--- config.mk ---
export PLATFORM = sky130hd
export DESIGN_NAME = counter_sweep_ctrl
export DESIGN_NICKNAME = d
export VERILOG_FILES = /design/src/rtl/counter_sweep_pkg.sv /design/src/rtl/sweep_budget_timer.sv /design/src/rtl/counter_sweep_ctrl.sv
export SDC_FILE = /design/constraint.sdc
export NUM_CORES = 1
export LEC_CHECK = 0
export CELL_PAD_IN_SITES_DETAIL_PLACEMENT = 0
export CELL_PAD_IN_SITES_GLOBAL_PLACEMENT = 1
export CORE_MARGIN = 2
export CORE_UTILIZATION = 43
export CTS_CLUSTER_DIAMETER = 100
export DETAILED_ROUTE_END_ITERATION = 10
export DONT_BUFFER_PORTS = 1
export MAX_ROUTING_LAYER = met4
export PLACE_DENSITY_LB_ADDON = 0.3
export SYNTH_ARGS = -nofsm -noshare
export SYNTH_HDL_FRONTEND = slang
export SYNTH_HIERARCHICAL = 1
export SYNTH_SLANG_ARGS = --single-unit
--- constraint.sdc ---
create_clock -name clk -period 2.05 [get_ports clk]
set_input_delay 0.3075 -clock clk [delete_from_list [all_inputs] [get_ports clk]]
set_output_delay 0.3075 -clock clk [all_outputs]
set_load 0.02 [all_outputs]
--- src/rtl/counter_sweep_pkg.sv ---
// Shared types for the counter sweep controller family.
// Holds the FSM state encoding and the cycle-counter width helper.
package counter_sweep_pkg;

    typedef enum logic [1:0] {
        IDLE = 2'd0,
        RUN  = 2'd1,
        DONE = 2'd2
    } sweep_state_e;

    // Width needed to hold 0..timeout inclusive.
    function automatic int cyc_w(input int timeout);
        return $clog2(timeout + 1);
    endfunction

    localparam int DEF_TIMEOUT = 32;
    localparam int DEF_CYC_W   = cyc_w(DEF_TIMEOUT);

endpackage

--- src/rtl/sweep_budget_timer.sv ---
// Cycle budget counter with clear, enable and terminal-count flag.
// Terminal count is raised while the counter sits at TIMEOUT-1.
module sweep_budget_timer
    import counter_sweep_pkg::*;
#(
    parameter int TIMEOUT = 32,
    parameter int CW      = cyc_w(TIMEOUT)
) (
    input  logic          clk,
    input  logic          rst,
    input  logic          clr,
    input  logic          en,
    output logic [CW-1:0] cycles,
    output logic          tc
);

    logic [CW-1:0] cycles_q;
    logic [CW-1:0] cycles_d;

    // Next count: clear has priority over advancing.
    always_comb begin
        cycles_d = cycles_q;
        if (clr) begin
            cycles_d = '0;
        end else if (en) begin
            cycles_d = cycles_q + 1'b1;
        end
    end

    // Count register.
    always_ff @(posedge clk or posedge rst) begin
        if (rst) begin
            cycles_q <= '0;
        end else begin
            cycles_q <= cycles_d;
        end
    end

    assign cycles = cycles_q;
    assign tc     = (cycles_q == CW'(TIMEOUT - 1));

endmodule

--- src/rtl/counter_sweep_ctrl.sv ---
// Sequences a counter sweep and reports hit or timeout per sweep.
// Carries its own cover/assert properties on the hit event.
module counter_sweep_ctrl
    import counter_sweep_pkg::*;
#(
    parameter int WIDTH   = 4,
    parameter int TIMEOUT = 32,
    parameter int HITW    = 8
) (
    input  logic                       clk,
    input  logic                       rst,
    input  logic                       start,
    input  logic                       abort,
    input  logic [WIDTH-1:0]           init,
    input  logic [WIDTH-1:0]           step,
    input  logic [WIDTH-1:0]           target,
    output logic                       busy,
    output logic                       done,
    output logic                       hit,
    output logic                       timeout,
    output logic [WIDTH-1:0]           count,
    output logic [cyc_w(TIMEOUT)-1:0]  cycles,
    output logic [HITW-1:0]            hit_count
);

    localparam int CW = cyc_w(TIMEOUT);

    sweep_state_e     state_q, state_d;
    logic [WIDTH-1:0] count_q, count_d;
    logic [WIDTH-1:0] step_q, step_d;
    logic [WIDTH-1:0] target_q, target_d;
    logic             hit_q, hit_d;
    logic             timeout_q, timeout_d;
    logic [HITW-1:0]  hit_count_q, hit_count_d;
    logic             busy_q, done_q;
    logic             tmr_clr, tmr_en, tmr_tc;
    logic [CW-1:0]    tmr_cycles;

    sweep_budget_timer #(
        .TIMEOUT (TIMEOUT),
        .CW      (CW)
    ) u_timer (
        .clk    (clk),
        .rst    (rst),
        .clr    (tmr_clr),
        .en     (tmr_en),
        .cycles (tmr_cycles),
        .tc     (tmr_tc)
    );

    // Sweep FSM next-state and datapath; abort > hit > timeout > advance.
    always_comb begin
        state_d     = state_q;
        count_d     = count_q;
        step_d      = step_q;
        target_d    = target_q;
        hit_d       = hit_q;
        timeout_d   = timeout_q;
        hit_count_d = hit_count_q;
        tmr_clr     = 1'b0;
        tmr_en      = 1'b0;
        unique case (state_q)
            IDLE: begin
                if (start) begin
                    state_d   = RUN;
                    count_d   = init;
                    step_d    = step;
                    target_d  = target;
                    hit_d     = 1'b0;
                    timeout_d = 1'b0;
                    tmr_clr   = 1'b1;
                end
            end
            RUN: begin
                if (abort) begin
                    state_d = IDLE;
                end else if (count_q == target_q) begin
                    state_d = DONE;
                    hit_d   = 1'b1;
                    if (hit_count_q != '1) begin
                        hit_count_d = hit_count_q + 1'b1;
                    end
                end else if (tmr_tc) begin
                    state_d   = DONE;
                    timeout_d = 1'b1;
                end else begin
                    count_d = count_q + step_q;
                    tmr_en  = 1'b1;
                end
            end
            DONE: begin
                state_d = IDLE;
            end
            default: begin
                state_d = IDLE;
            end
        endcase
    end

    // State, datapath and registered status outputs.
    always_ff @(posedge clk or posedge rst) begin
        if (rst) begin
            state_q     <= IDLE;
            count_q     <= '0;
            step_q      <= '0;
            target_q    <= '0;
            hit_q       <= 1'b0;
            timeout_q   <= 1'b0;
            hit_count_q <= '0;
            busy_q      <= 1'b0;
            done_q      <= 1'b0;
        end else begin
            state_q     <= state_d;
            count_q     <= count_d;
            step_q      <= step_d;
            target_q    <= target_d;
            hit_q       <= hit_d;
            timeout_q   <= timeout_d;
            hit_count_q <= hit_count_d;
            busy_q      <= (state_d != IDLE);
            done_q      <= (state_d == DONE);
        end
    end

    assign busy      = busy_q;
    assign done      = done_q;
    assign hit       = hit_q;
    assign timeout   = timeout_q;
    assign count     = count_q;
    assign cycles    = tmr_cycles;
    assign hit_count = hit_count_q;

    cov_hit_rise: cover property (
        @(posedge clk) disable iff (rst) $rose(hit_q));

    a_done_pulse: assert property (
        @(posedge clk) disable iff (rst) done_q |=> !done_q);

    a_flag_excl: assert property (
        @(posedge clk) disable iff (rst) !(hit_q && timeout_q));

    a_busy_state: assert property (
        @(posedge clk) disable iff (rst) busy_q == (state_q != IDLE));

endmodule

-- Word-level counts from Yosys, hierarchy flattened
Cells that the tools add are included.
- bits in registers: 32
- latch bits: 0
- RAM bits: 0
- memory bits (read-only): 0
- input bits: 16
- output and inout port bits: 22
- logic and storage cells: 60
- memories: 0
- $add $sub $neg: 3
- multiply operators: 0
- div/mod/pow operators: 0
- $lt $le $gt $ge: 0
- equal/unequal tests: 11
- shifts and indexed selects: 0
- mux-type cells: 26
- bitwise gates (word level): 1
- reduce and logical (&&, ||, !) cells: 9
- operator list (operator ; number):
    4-bit 2-to-1 mux ; 4
    1-bit 2-to-1 mux ; 12
    6-bit 2-to-1 mux ; 2
    2-bit != test, second input constant ; 6
    5-bit AND reduction ; 2
    8-bit by 1-bit adder with 8-bit output, second input constant ; 1
    2-bit 2-to-1 mux ; 4
    8-bit != test, second input constant ; 1
    4-bit case mux with 2 select lines ; 1
    4-bit AND reduction ; 2
    6-bit by 1-bit adder with 6-bit output, second input constant ; 1
    6-bit by 5-bit == test with 1-bit output, second input constant ; 1
    2-bit nonzero test ; 3
    4-bit adder ; 1
    4-bit == test ; 1
    1-bit case mux with 2 select lines ; 2
    2-bit case mux with 2 select lines ; 1
    2-bit by 1-bit == test with 1-bit output, second input constant ; 1
    2-bit == test, second input constant ; 1
    2-bit logical NOT ; 1
    2-bit AND reduction ; 1
    1-bit NOT ; 1

-- Depth between registers and ports, before layout
Gate-level depths: netlist of the first run.
- depth after elaboration: 7
- mapped depth: 7
- gate-level depth less buffers: 7

-- Hierarchy
Netlist of the first run, hierarchy kept.
- by module, submodules not included (module ; instances ; cells each ; area each (um^2) ; seq. area each (um^2)):
    counter_sweep_ctrl ; 1 ; 115 ; 1326.3 ; 650.6
    sweep_budget_timer ; 1 ; 27 ; 281.5 ; 150.1

-- Worst setup path before layout of the first run
Ideal clock, no wire load.
- path type: flip-flop to flip-flop
- start point: reg u_timer.cycles_q[0], in the netlist u_timer/cycles[0]
- end point: reg u_timer.cycles_q[5], in the netlist u_timer/cycles[5]
- library setup time: 0.081 ns
- arrival: 2.266 ns
- required time: 1.969 ns
- slack: -0.297 ns
- cell stages (with the launch flop): 8
- path buffers: 0
- clock period less this slack: 2.347 ns
- cell sequence: dfrtp_1 ha_1 nand2_1 nor3_1 nor4_1 nand4_2 or3_1 a21oi_1
- cells in the longest elaborated chain, start to end: 6
- elaborated cells on any way between the ends: 9
- those cells by class: add/sub (1); eq/ne (1); mux (6); reduce/logical (1)
- RTL lines (element ; RTL line ; source):
    start: declaration ; sweep_budget_timer.sv:17 ; logic [CW-1:0] cycles_q;
    start signal: assignment ; sweep_budget_timer.sv:35 ; cycles_q <= cycles_d;
    6-bit by 5-bit == test with 1-bit output ; sweep_budget_timer.sv:40 ; assign tc = (cycles_q == CW'(TIMEOUT - 1));
    via tmr_tc ; counter_sweep_ctrl.sv:36 ; logic tmr_clr, tmr_en, tmr_tc;
    1-bit 2-to-1 mux ; counter_sweep_ctrl.sv:83 ; end else if (tmr_tc) begin
    1-bit 2-to-1 mux ; counter_sweep_ctrl.sv:77 ; end else if (count_q == target_q) begin
    1-bit 2-to-1 mux ; counter_sweep_ctrl.sv:75 ; if (abort) begin
    1-bit 2-to-1 mux ; counter_sweep_ctrl.sv:62 ; unique case (state_q)
    via tmr_en ; counter_sweep_ctrl.sv:36 ;
    2-bit nonzero test (no source line) ; -- ;
The timed path passes the listed nets, and every way through them passes these cells. The select of a mux whose other input is x is not followed.
A chain may end at the register's enable or synchronous reset.

-- Worst setup path after layout of the first run
- start point: reg count_q[2], in the netlist count[2]
- end point: reg count_q[3], in the netlist count[3]
- cells in the longest elaborated chain, start to end: 5
- elaborated cells on any way between the ends: 8
- those cells by class: add/sub (1); eq/ne (2); mux (4); reduce/logical (1)
- RTL lines (element ; RTL line ; source):
    start: declaration ; counter_sweep_ctrl.sv:29 ; logic [WIDTH-1:0] count_q, count_d;
    start signal: assignment ; counter_sweep_ctrl.sv:114 ; count_q <= count_d;
    4-bit adder ; counter_sweep_ctrl.sv:87 ; count_d = count_q + step_q;
    4-bit 2-to-1 mux ; counter_sweep_ctrl.sv:83 ;
    4-bit 2-to-1 mux ; counter_sweep_ctrl.sv:77 ;
    4-bit 2-to-1 mux ; counter_sweep_ctrl.sv:75 ;
    4-bit case mux with 2 select lines ; counter_sweep_ctrl.sv:62 ;
Parallel ways exist; a longest one is shown, timed or not. The select of a mux whose other input is x is not followed.

==> flow_summary.ini, run 1 <==
[cells_and_area]
seq_area_um2 = 805
drive_above_1_share = 0.281
fillers = 315
fin_nets = 188
multiInputGateArea_um2 = 806
area_delta_synth_final_pct = 21.1
num_antenna_cells = 0
final_area_um2 = 1950

[timing]
rsz0062_at_grt = no
finalClockSkew_ns = 0.00242
finalHoldViolCount = 0
drv_slew = 0
fmax_ghz = 0.504
period_share = 0.968
worstMarginPinSlew_ns = 0.638
fin_crit_ns = 1.98
setup_viol = 0
fin_ws_ns = 0.0662
relSlewSlack = 0.571

[placement]
place_area_um2 = 1820
gp_congestion = 0.777
hpwl_um = 2460
numPortBuffers = 0
post-place-ws_ns = -0.000382

[clock_tree]
cts_root_buf = clkbuf_8
cts_buffers = 5
cts_tree = built
cts.path.max_buffers = 2
post_cts_buffers = 0
clk_pin_slew_ns = 0.06
htree_levels = 2
numClockSinks = 32
clock_latency_ns = 0.28

[synth]
synth_warnings = 6
synth_compound_area_frac = 0.0732
synth_top_family_by_area = simple AND/OR/NAND/NOR gates
yosys.area_share.simple = 0.163
yosys_most_used_dff = dfrtp_1
synth_edf_count = 0
post_synth_mux_area_share = 0.0942
synth_seq_cells = 32
synthArstFlopShare = 1.00
synth_fa_ha_area_frac = 0.0514
syn_nets = 164
synth-xor-area-share = 0.0872
synthCells = 142
ys_types = 37
seq_area_frac_synth = 0.498
syn_avg_cell_area_um2 = 11.3
netlist_area_um2 = 1610

[setup_path]
worst_r2r_startpoint = count[2]
setup.worst_path.end = count[3]
worstRegToRegCells = 5
r2r-end = count[3]
r2r_slack_ns = 0.07
critPathKind = reg -> reg
cp_data_required_time_ns = 2.25
crit_arrival_ns = 2.18
critical_path.startpoint = count[2]
crit_path_end_kind = register
cp_max_fo = 3
start_kind = register

[floorplan]
ios = 38
core_um2 = 3630
die_h_um = 65.1
die_area_um2 = 4240
initial_core_util = 0.442
rows = 22
die_w_um = 65.1

[grt]
grt_pass1_wl_um = 5570
antenna_found_initial = 0
first_global_vias = 1205
met1_usage = 0.213
globalRouteMet3Util = 0.0514
grt_max_degree = 27
grt-ovfl-total = 0
grt_usage = 0.179
grt_use_met2 = 0.280
busiest_layer = met2

[run_status]
status = completed

[power]
leakage_nw = 0.888
vdd_drop_max_mv = 0.685
p_per_area_nw_per_um2 = 1460

[route]
vias = 1117
first_iter_violations = 75
drcViolationCount = 0
routedWlPerCell_um = 15.1
vias_per_cell = 5.20
firstDrtPassIters = 5
postRouteAntennaNets = 0
drt_wl_total_um = 3260

[worst_hold_path]
hp-class = in -> reg

[run]
drv_cap = 0
sequential cells by signal, summed over array words and instances, names as in the netlist:
name	flops
hit	1
count	4
done	1
step_q	4
target_q	4
state_q	2
u_timer/cycles	6
timeout	1
busy	1
hit_count	8
synthesized netlist by cell type (2+ instances only):
cell	n	area, um2
dfrtp_1	32	801
xor2_1	13	114
nor2_1	11	41.3
inv_1	9	33.8
mux2_2	8	90.1
nand2_1	8	30.0
ha_1	5	62.6
nor3_1	5	25.0
o21ai_0	5	25.0
a21oi_1	4	20.0
nand2b_1	4	25.0
nand3_1	4	20.0
xnor2_1	3	26.3
clkbuf_1	2	7.51
mux2_4	2	30.0
mux2i_1	2	20.0
nand4_1	2	12.5
nor4_1	2	12.5
o211ai_1	2	15.0
o31a_1	2	17.5
power breakdown:
part	switching (W)	internal [W]
Clock	0.000221	0.000273
Sequential	0.000246	0.000847
Combinational	0.000640	0.000618
layer usage:
layer  share of wire  wire (um)  up-vias
li1                -          -      545
met1            0.44       1420      533
met2            0.49       1590       34
met3           0.064        208        5
met4           0.012         38        0
met5               0          0        -
cell type report:
cell class / instances / area share
Timing Repair Buffer: 20 / 0.0784
Clock buffer: 8 / 0.0463
Tap cell: 48 / 0.0308
Inverter: 9 / 0.0174
Sequential cell: 32 / 0.413
Multi-Input combinational cell: 98 / 0.414
timing repair:
action / 4_1_cts / 5_1_grt
hold buffers: 1 / 0
gates resized for setup: 1 / 3
endpoints found under the setup margin: 1 / 5
endpoints found under the hold margin: 32 / 0
pin swaps: 0 / 0
critical path, stage by stage (launching register included):
cell and delay, ns:
dfrtp_1 0.40, ha_1 0.35, a21oi_1 0.18, a21boi_0 0.13, or4b_2 0.64, a22oi_1 0.19
metrics by stage:
| step | instances | power, W | setup TNS (ns) | util | hold slack (ns) |
|---|---|---|---|---|---|
| floorplan | 142 | 0.00197 | -0.0237 | - | 0.0983 |
| global placement | 206 | 0.00231 | 0 | 0.500 | 0.122 |
| detailed placement | 206 | 0.00235 | -0.000382 | 0.500 | 0.135 |
| CTS | 215 | 0.00286 | 0 | 0.529 | 0.140 |
| global route | 215 | 0.00306 | 0 | 0.536 | 0.161 |
| finish | 215 | 0.00285 | 0 | 0.536 | 0.148 |
cell families (layout without fill, tap and decap cells):
group | Yosys count | in the layout
AO/OA/AOI/OAI | 18 | 18
XOR/XNOR | 16 | 16
adder cells (fa/ha/maj) | 6 | 6
buffers and inverters | 12 | 37
flip-flops | 32 | 32
multiplexers | 13 | 13
AND/OR/NAND/NOR | 45 | 45
placed cells by master (no fill, tap or decap), types with 2 or more instances in the layout:
cell | synthesis | routed
ha_1 | 5 | 4
dfrtp_1 | 32 | 29
nand2_1 | 8 | 8
a21oi_1 | 4 | 4
xnor2_1 | 3 | 3
mux2i_1 | 2 | 2
nand3_1 | 4 | 4
nand4_1 | 2 | 2
mux2_2 | 8 | 8
inv_1 | 9 | 9
buf_4 | 0 | 19
o31a_1 | 2 | 2
nand2b_1 | 4 | 4
nor3_1 | 5 | 4
clkbuf_8 | 0 | 6
mux2_4 | 2 | 2
o211ai_1 | 2 | 2
dfrtp_2 | 0 | 3
xor2_1 | 13 | 13
o21ai_0 | 5 | 5
clkbuf_1 | 2 | 2
nor2_1 | 11 | 11
nor4_4 | 1 | 2
worst min-delay path by stage:
stage | from | end | slack, ns | depth (start not counted)
3_3_place_gp | rst | u_timer/cycles[2] | 0.12 | 1
5_1_grt | target[3] | target_q[3] | 0.16 | 1
6_report | step[1] | step_q[1] | 0.15 | 2
3_5_place_dp | rst | u_timer/cycles[2] | 0.13 | 1
2_1_floorplan | rst | u_timer/cycles[2] | 0.1 | 1
4_1_cts | step[1] | step_q[1] | 0.14 | 2
No activity file was read; power rests on OpenSTA's default activity.
==> run 2: changes to the inputs <==
--- a/config.mk
+++ b/config.mk
@@ -14,6 +14,7 @@
 export DONT_BUFFER_PORTS = 1
 export MAX_ROUTING_LAYER = met4
 export PLACE_DENSITY_LB_ADDON = 0.3
+export SKIP_LAST_GASP = 1
 export SYNTH_ARGS = -nofsm -noshare
 export SYNTH_HDL_FRONTEND = slang
 export SYNTH_HIERARCHICAL = 1
==> results of run 2 <==
The final DEF is identical to that of run 1; final timing and power are the same.
